--- src/rtl/hs_fifo.sv ---
// Show-ahead valid/ready FIFO with flip-flop storage, occupancy count
// and almost-full flag; DEPTH need not be a power of two.
module hs_fifo #(
  parameter int WIDTH       = 1,
  parameter int DEPTH       = 4,
  parameter int AFULL_LEVEL = DEPTH - 1
) (
  input  logic                       clk,
  input  logic                       rst,
  input  logic                       flush,
  input  logic                       in_valid,
  output logic                       in_ready,
  input  logic [WIDTH-1:0]           in_data,
  output logic                       out_valid,
  input  logic                       out_ready,
  output logic [WIDTH-1:0]           out_data,
  output logic [$clog2(DEPTH+1)-1:0] count,
  output logic                       almost_full
);

  localparam int CW = $clog2(DEPTH + 1);
  localparam int PW = (DEPTH > 1) ? $clog2(DEPTH) : 1;
  localparam logic [CW-1:0] FULL_CNT  = CW'(DEPTH);
  localparam logic [CW-1:0] AFULL_CNT = CW'(AFULL_LEVEL);
  localparam logic [PW-1:0] LAST_PTR  = PW'(DEPTH - 1);

  if (WIDTH < 1) begin : g_bad_width
    $fatal(1, "hs_fifo: WIDTH must be >= 1");
  end
  if (DEPTH < 2) begin : g_bad_depth
    $fatal(1, "hs_fifo: DEPTH must be >= 2");
  end
  if (AFULL_LEVEL < 1 || AFULL_LEVEL > DEPTH) begin : g_bad_afull
    $fatal(1, "hs_fifo: AFULL_LEVEL must be in 1..DEPTH");
  end

  typedef logic [WIDTH-1:0] word_t;

  word_t         mem_q [DEPTH];
  word_t         mem_d [DEPTH];
  logic [PW-1:0] wptr_q, wptr_d;
  logic [PW-1:0] rptr_q, rptr_d;
  logic [CW-1:0] count_q, count_d;

  logic push;
  logic pop;

  // Explicit wrap so non-power-of-two depths never address past the end.
  function automatic logic [PW-1:0] ptr_inc(input logic [PW-1:0] p);
    return (p == LAST_PTR) ? '0 : p + PW'(1);
  endfunction

  assign in_ready    = (count_q != FULL_CNT);
  assign out_valid   = (count_q != '0);
  assign push        = in_valid & in_ready;
  assign pop         = out_valid & out_ready;
  assign out_data    = mem_q[rptr_q];
  assign count       = count_q;
  assign almost_full = (count_q >= AFULL_CNT);

  always_comb begin
    mem_d   = mem_q;
    wptr_d  = wptr_q;
    rptr_d  = rptr_q;
    count_d = count_q;
    if (flush) begin
      wptr_d  = '0;
      rptr_d  = '0;
      count_d = '0;
    end else begin
      if (push) begin
        mem_d[wptr_q] = in_data;
        wptr_d        = ptr_inc(wptr_q);
      end
      if (pop) begin
        rptr_d = ptr_inc(rptr_q);
      end
      unique case ({push, pop})
        2'b10:   count_d = count_q + CW'(1);
        2'b01:   count_d = count_q - CW'(1);
        default: count_d = count_q;
      endcase
    end
  end

  always_ff @(posedge clk) begin
    if (rst) begin
      mem_q   <= '{default: '0};
      wptr_q  <= '0;
      rptr_q  <= '0;
      count_q <= '0;
    end else begin
      mem_q   <= mem_d;
      wptr_q  <= wptr_d;
      rptr_q  <= rptr_d;
      count_q <= count_d;
    end
  end

endmodule

--- config.mk ---
export PLATFORM = sky130hd
export DESIGN_NAME = hs_fifo
export DESIGN_NICKNAME = d
export VERILOG_FILES = /design/src/rtl/hs_fifo.sv
export SDC_FILE = /design/constraint.sdc
export NUM_CORES = 1
export LEC_CHECK = 0
export CORE_AREA = 10 10 48 50
export DETAILED_ROUTE_END_ITERATION = 10
export DIE_AREA = 0 0 58 60
export PLACE_DENSITY = 0.76
export SYNTH_ARGS = -nofsm -noshare
export SYNTH_HDL_FRONTEND = slang
export SYNTH_SLANG_ARGS = --single-unit
--- constraint.sdc ---
create_clock -name clk -period 2.4 [get_ports clk]
set_input_delay 0.36 -clock clk [delete_from_list [all_inputs] [get_ports clk]]
set_output_delay 0.36 -clock clk [all_outputs]
set_load 0.01 [all_outputs]
==> Word-level counts from Yosys, hierarchy flattened <==
Cells that the tools add are included.
{ "word_totals": {"register_bits": 11, "input_bits": 6, "word_cells": 39} }
{ "op_classes": {"addsub": 4, "magnitude_cmp": 4, "n_eq_ne": 5, "mux": 9, "n_bitwise": 5, "n_reduce_logical": 5} }
{ "ops": {"columns": ["op", "n"], "rows": [
  ["2-bit == test, second input constant", 3],
  ["3-bit greater-or-equal comparator, second input constant", 2],
  ["2-bit NOT with 3-bit output", 2],
  ["3-bit case mux with 2 select lines", 1],
  ["2-bit by 1-bit adder with 2-bit output, second input constant", 2],
  ["4-bit bitwise mux", 1],
  ["2-bit 2-to-1 mux", 2],
  ["3-bit by 1-bit adder with 3-bit output, second input constant", 1],
  ["3-bit by 2-bit greater-or-equal comparator with 1-bit output, second input constant", 1],
  ["3-bit by 1-bit less-than comparator with 1-bit output, second input constant", 1],
  ["1-bit 2-to-1 mux", 3],
  ["3-bit inequality test, second input constant", 1],
  ["3-bit nonzero test", 1],
  ["3-bit by 1-bit subtractor with 3-bit output, second input constant", 1],
  ["1-bit AND", 2],
  ["1-bit binary-select mux with 2-bit select", 1],
  ["1-bit demux with 2-bit select", 1],
  ["2-bit by 1-bit == test with 1-bit output, second input constant", 1],
  ["2-bit AND reduction", 1],
  ["2-bit nonzero test", 1],
  ["2-bit OR reduction", 1],
  ["1-bit logical AND", 1],
  ["1-bit NOT", 1]
]} }

==> Longest topological paths before layout <==
{ "depth": {"ltp_word": 6, "depth_mapped": 9, "mapped_depth_nobuf": 8} }

==> Least setup slack after synthesis <==
No wires, ideal clock.
{ "synth_path": {"kind": "reg-to-reg", "from": "register count_q[2] (netlist: count[2])", "to": "register count_q[2] (netlist: count[2])", "arrival_time_ps": 2165, "required_ps": 2330, "path_slack_ps": 165, "path_stages_with_launch": 10, "n_path_buf": 1, "synth_period_minus_slack_ps": 2235, "cell_sequence": "dfxtp_1 or3b_1 buf_6 nand2_8 ha_1 inv_1 fa_1 xor2_1 or3_1 a21oi_1"} }
{ "synth_between": {"elab_chain_cells": 4} }
{ "synth_rtl": {"columns": ["element", "line", "source"], "rows": [
  ["start, declared", "43", "logic [CW-1:0] count_q, count_d;"],
  ["start signal, assigned", "96", "count_q <= count_d;"],
  ["3-bit inequality test *", "53", "assign in_ready = (count_q != FULL_CNT);"],
  ["via in_ready", "12", "output logic in_ready,"],
  ["1-bit AND *", "55", "assign push = in_valid & in_ready;"],
  ["2-bit by 1-bit == test with 1-bit output / 2-bit == test (equally long branches)", "78", "unique case ({push, pop})"],
  ["3-bit case mux with 2 select lines / 2-bit nonzero test (equally long branches)", null, null]
]} }
The timed path passes the listed nets; every way through them passes the cells marked *.
A chain may end at the register's enable or synchronous reset.

==> Worst setup path after layout <==
{ "layout_path": {"from": "register count_q[2] (netlist: count[2])", "to": "register count_q[2] (netlist: count[2])"} }
{ "layout_between": {"elab_chain_cells": 4} }
{ "layout_rtl": {"columns": ["element", "line"], "rows": [
  ["3-bit inequality test / 3-bit nonzero test (equally long branches)", "53, 54"],
  ["1-bit AND (on tied branches)", "55, 56"],
  ["2-bit by 1-bit == test with 1-bit output / 2-bit == test (equally long branches)", "78"],
  ["3-bit case mux with 2 select lines / 2-bit nonzero test (equally long branches)", null]
]} }
Parallel ways exist; a longest one is shown, timed or not.

==> metrics.md <==
| Metric | Value |
|---|---|
| Status | completed |
| Xor and xnor area share after synthesis | 2.63% |
| Syn_nets | 81 |
| Post-synthesis mux area share | approximately an eighth |
| Slowest library cell on the worst path | or3b_1 |
| Final hold slack | between 400 and 500 ps |
| Critical path fanouts, max | 3 |
| Num CTS Buffers | 3 |
| Worst skew pair latency | roughly 260 ps |
| Fin crit period | around 2200 ps |
| Cell Rows | 14 |
| Max clock buf depth | 2 |
| Compound-Gate Fraction of Synth Area | under 10% |
| WL final | 1.27 mm |
| Netlist cell types | 22 |
| Antenna fix cells | 0 |
| Num ports | 13 |
| Register area share after synthesis | roughly a third |
| Postcts setup bufs | 0 |
| Post-DP HPWL | ~1.0 mm |
| Remaining DRCs | 0 |
| Register area | between 200 and 250 um2 |
| Fin. max-slew vios | 0 |
| Largest net degree at the start of global routing | 8 |
| Endpoints failing setup | 0 |
| Syn avg cell area | between 9 and 10 um2 |
| Placed Cells | around 100 |
| Mapped Area | roughly 670 um2 |
| Syn Inst Count | 68 |
| Via count | 527 |
| Initial antenna violation count | 0 |
| PD cells | approximately 450 nW/um2 |
| Worst path depth | 8 |
| WS Path Type | reg2reg |
| CP peak stage delay | around 450 ps |
| CTS root buf | clkbuf_4 |
| Slew Limit Headroom | roughly two thirds |
| Via density | approximately 5.1 |
| Layout Nets | 101 |
| Area fraction in and, or, nand and nor cells after synthesis | 26.6% |
| Post-CTS sizing | 0 |
| Worst Hold Path Cells | 2 |
| Fin cells | 103 |
| Hold Path Class | reg2reg |
| Worst path required time | around 2600 ps |
| Slew @ Worst Pin | ~470 ps |
| Full die area | 3480 um2 |
| R2R depth | 8 |
| 1st-iter DRT viols | 13 |
| Die height | around 60 um |
| Clk sinks | 11 |
| # hold bufs at CTS | 0 |
| First-pass GRT wire length | roughly 2.2 mm |
| Share of cells above drive strength 1 | between 10% and 20% |
| Die X-Extent | around 58 um |
| Fin crit share | 91.6% |
| Pre-CTS setup slack | 92.4 ps |
| Placer Congestion | 0.709 |
| CP Launch Type | flop |
| Crit. End Element | flop |
| Worst path arrival time | roughly 2400 ps |
| Fillcell total | ~130 |
| Layout Skew | 2.55 ps |
| P&R area growth vs syn | 27.8% |
| Worst vdd ir | 0.287 mV |
| Count of input and output buffers | 12 |
| Setup TNS | 0 ps |
| PnR worst setup slack | approximately 200 ps |
| Largest family of logic cells by synthesized area | simple AND/OR/NAND/NOR gates |
| Leakage power | 0.368 nW |
| Count of final hold-check violations | 0 |
| CTS tree | done |
| Starting Density | between 40 and 50% |
| Router iterations before antenna repair | 4 |
| Vias in the first global route | ~550 |
| CORE AREA | ~1400 um2 |
| Clk slew on worst S/H paths | ~70 ps |
| RSZ-0062 raised after global routing | false |
| GRT Residual Overflow | 0 |
| Ordered list of cells on the worst path | or3b_1, nand2_8, ha_1, inv_1, fa_1, xor2_1, or3_1, a21oi_1 |
| Wire per inst | ~12 um |
| Number of buffers and inverters on the critical path | 1 |
| GRT Overall Usage | approximately 8% |
| Max Fclk | 455 MHz |
| Post-route ant nets | 0 |
| Yosys warns | 0 |
| MaxCap Viol Count | 0 |
| FF+latch count, synth | 11 |
| Area of the multi-input gates | just over 400 um2 |
| Adder-Cell Fraction of Synth Area | between 10% and 20% |
| CP delay by family, top | simple AND/OR/NAND/NOR gates |
| H-tree levels | 1 |
[cell type report]
class,count,share of cell area [%]
Clock buffer,4,3.08
Inverter,6,2.64
Multi-Input combinational cell,50,48.5
Sequential cell,11,25.8
Tap cell,16,2.35
Timing Repair Buffer,16,17.6
[cells in the mapped netlist (all sizes together)]
library cell	count	share of area, %
nor2	4	2.3
mux4	1	3.4
or3	4	3.8
or2	1	0.94
and2b	1	1.1
mux2i	6	9.0
dfxtp	11	33
a21oi	3	2.3
xor2	2	2.6
buf	1	1.7
fa	1	3.0
o21ai	2	1.5
nand2	6	5.8
nand3	5	6.8
inv	6	3.4
or3b	1	1.3
ha	6	11
nand2b	5	4.7
a21o	1	1.1
o31ai	1	1.1
[routing by layer]
| layer | global-route usage [%] | vias up | wire length [um] |
|---|---|---|---|
| li1 | - | 265 | - |
| met1 | 8.00 | 247 | 520 |
| met2 | 12.6 | 13 | 564 |
| met3 | 5.93 | 2 | 178 |
| met4 | 3.02 | 0 | 8 |
| met5 | 0 | - | 0 |
[stage by stage]
stage | total power, mW | util [%] | area, um2
floorplan | 0.233 | - | 667
global placement | 0.262 | 57.5 | 826
detailed placement | 0.264 | 57.5 | 826
CTS | 0.386 | 59.3 | 852
global route | 0.401 | 59.3 | 852
finish | 0.381 | 59.3 | 852
[power breakdown]
part	switching (mW)	total, mW	internal [mW]	leakage (nW)
combinational	0.0320	0.0679	0.0359	0.264
sequential	0.00336	0.191	0.187	0.0891
clock	0.0583	0.122	0.0641	0.0150
total	0.0936	0.381	0.287	0.368
[kinds of logic (layout without fill, tap and decap cells)]
kind of cell,Yosys count,in the layout
compound gates,7,7
buf+inv,7,26
fa+ha+maj,7,7
mux,7,7
xor+xnor,2,2
flops,11,11
simple gates,27,27
[registers in the layout, summed over array words and instances (netlist names)]
name,cells
rptr_q,2
mem_q,4
wptr_q,2
count,3
[worst min-delay path, cell delays in order, from the launching register on]
cell	delay [ps]
dfxtp_1	310
nand2b_1	60
mux2i_1	60
[worst paths after layout]
path | start | to | slack (ps)
min reg2reg | mem_q[1] | mem_q[1] | 480
max reg2reg | count[2] | count[2] | 200
max | count[2] | count[2] | 200
min | mem_q[1] | mem_q[1] | 480
[layout by cell type, fill, tap and decap left out]
master	count
or3b_1	1
o31ai_1	1
or2_1	1
nor2_1	4
dfxtp_1	11
clkdlybuf4s50_1	12
fa_1	1
buf_4	4
or3_1	4
nand2b_1	5
a21oi_1	3
mux4_2	1
xor2_1	2
nand2_1	5
and2b_1	1
nand2_8	1
nand3_2	4
clkbuf_4	3
inv_1	6
mux2i_1	6
a21o_1	1
ha_1	6
o21ai_0	2
nand3_1	1
clkbuf_1	1
(Power assumes the default switching activity.)
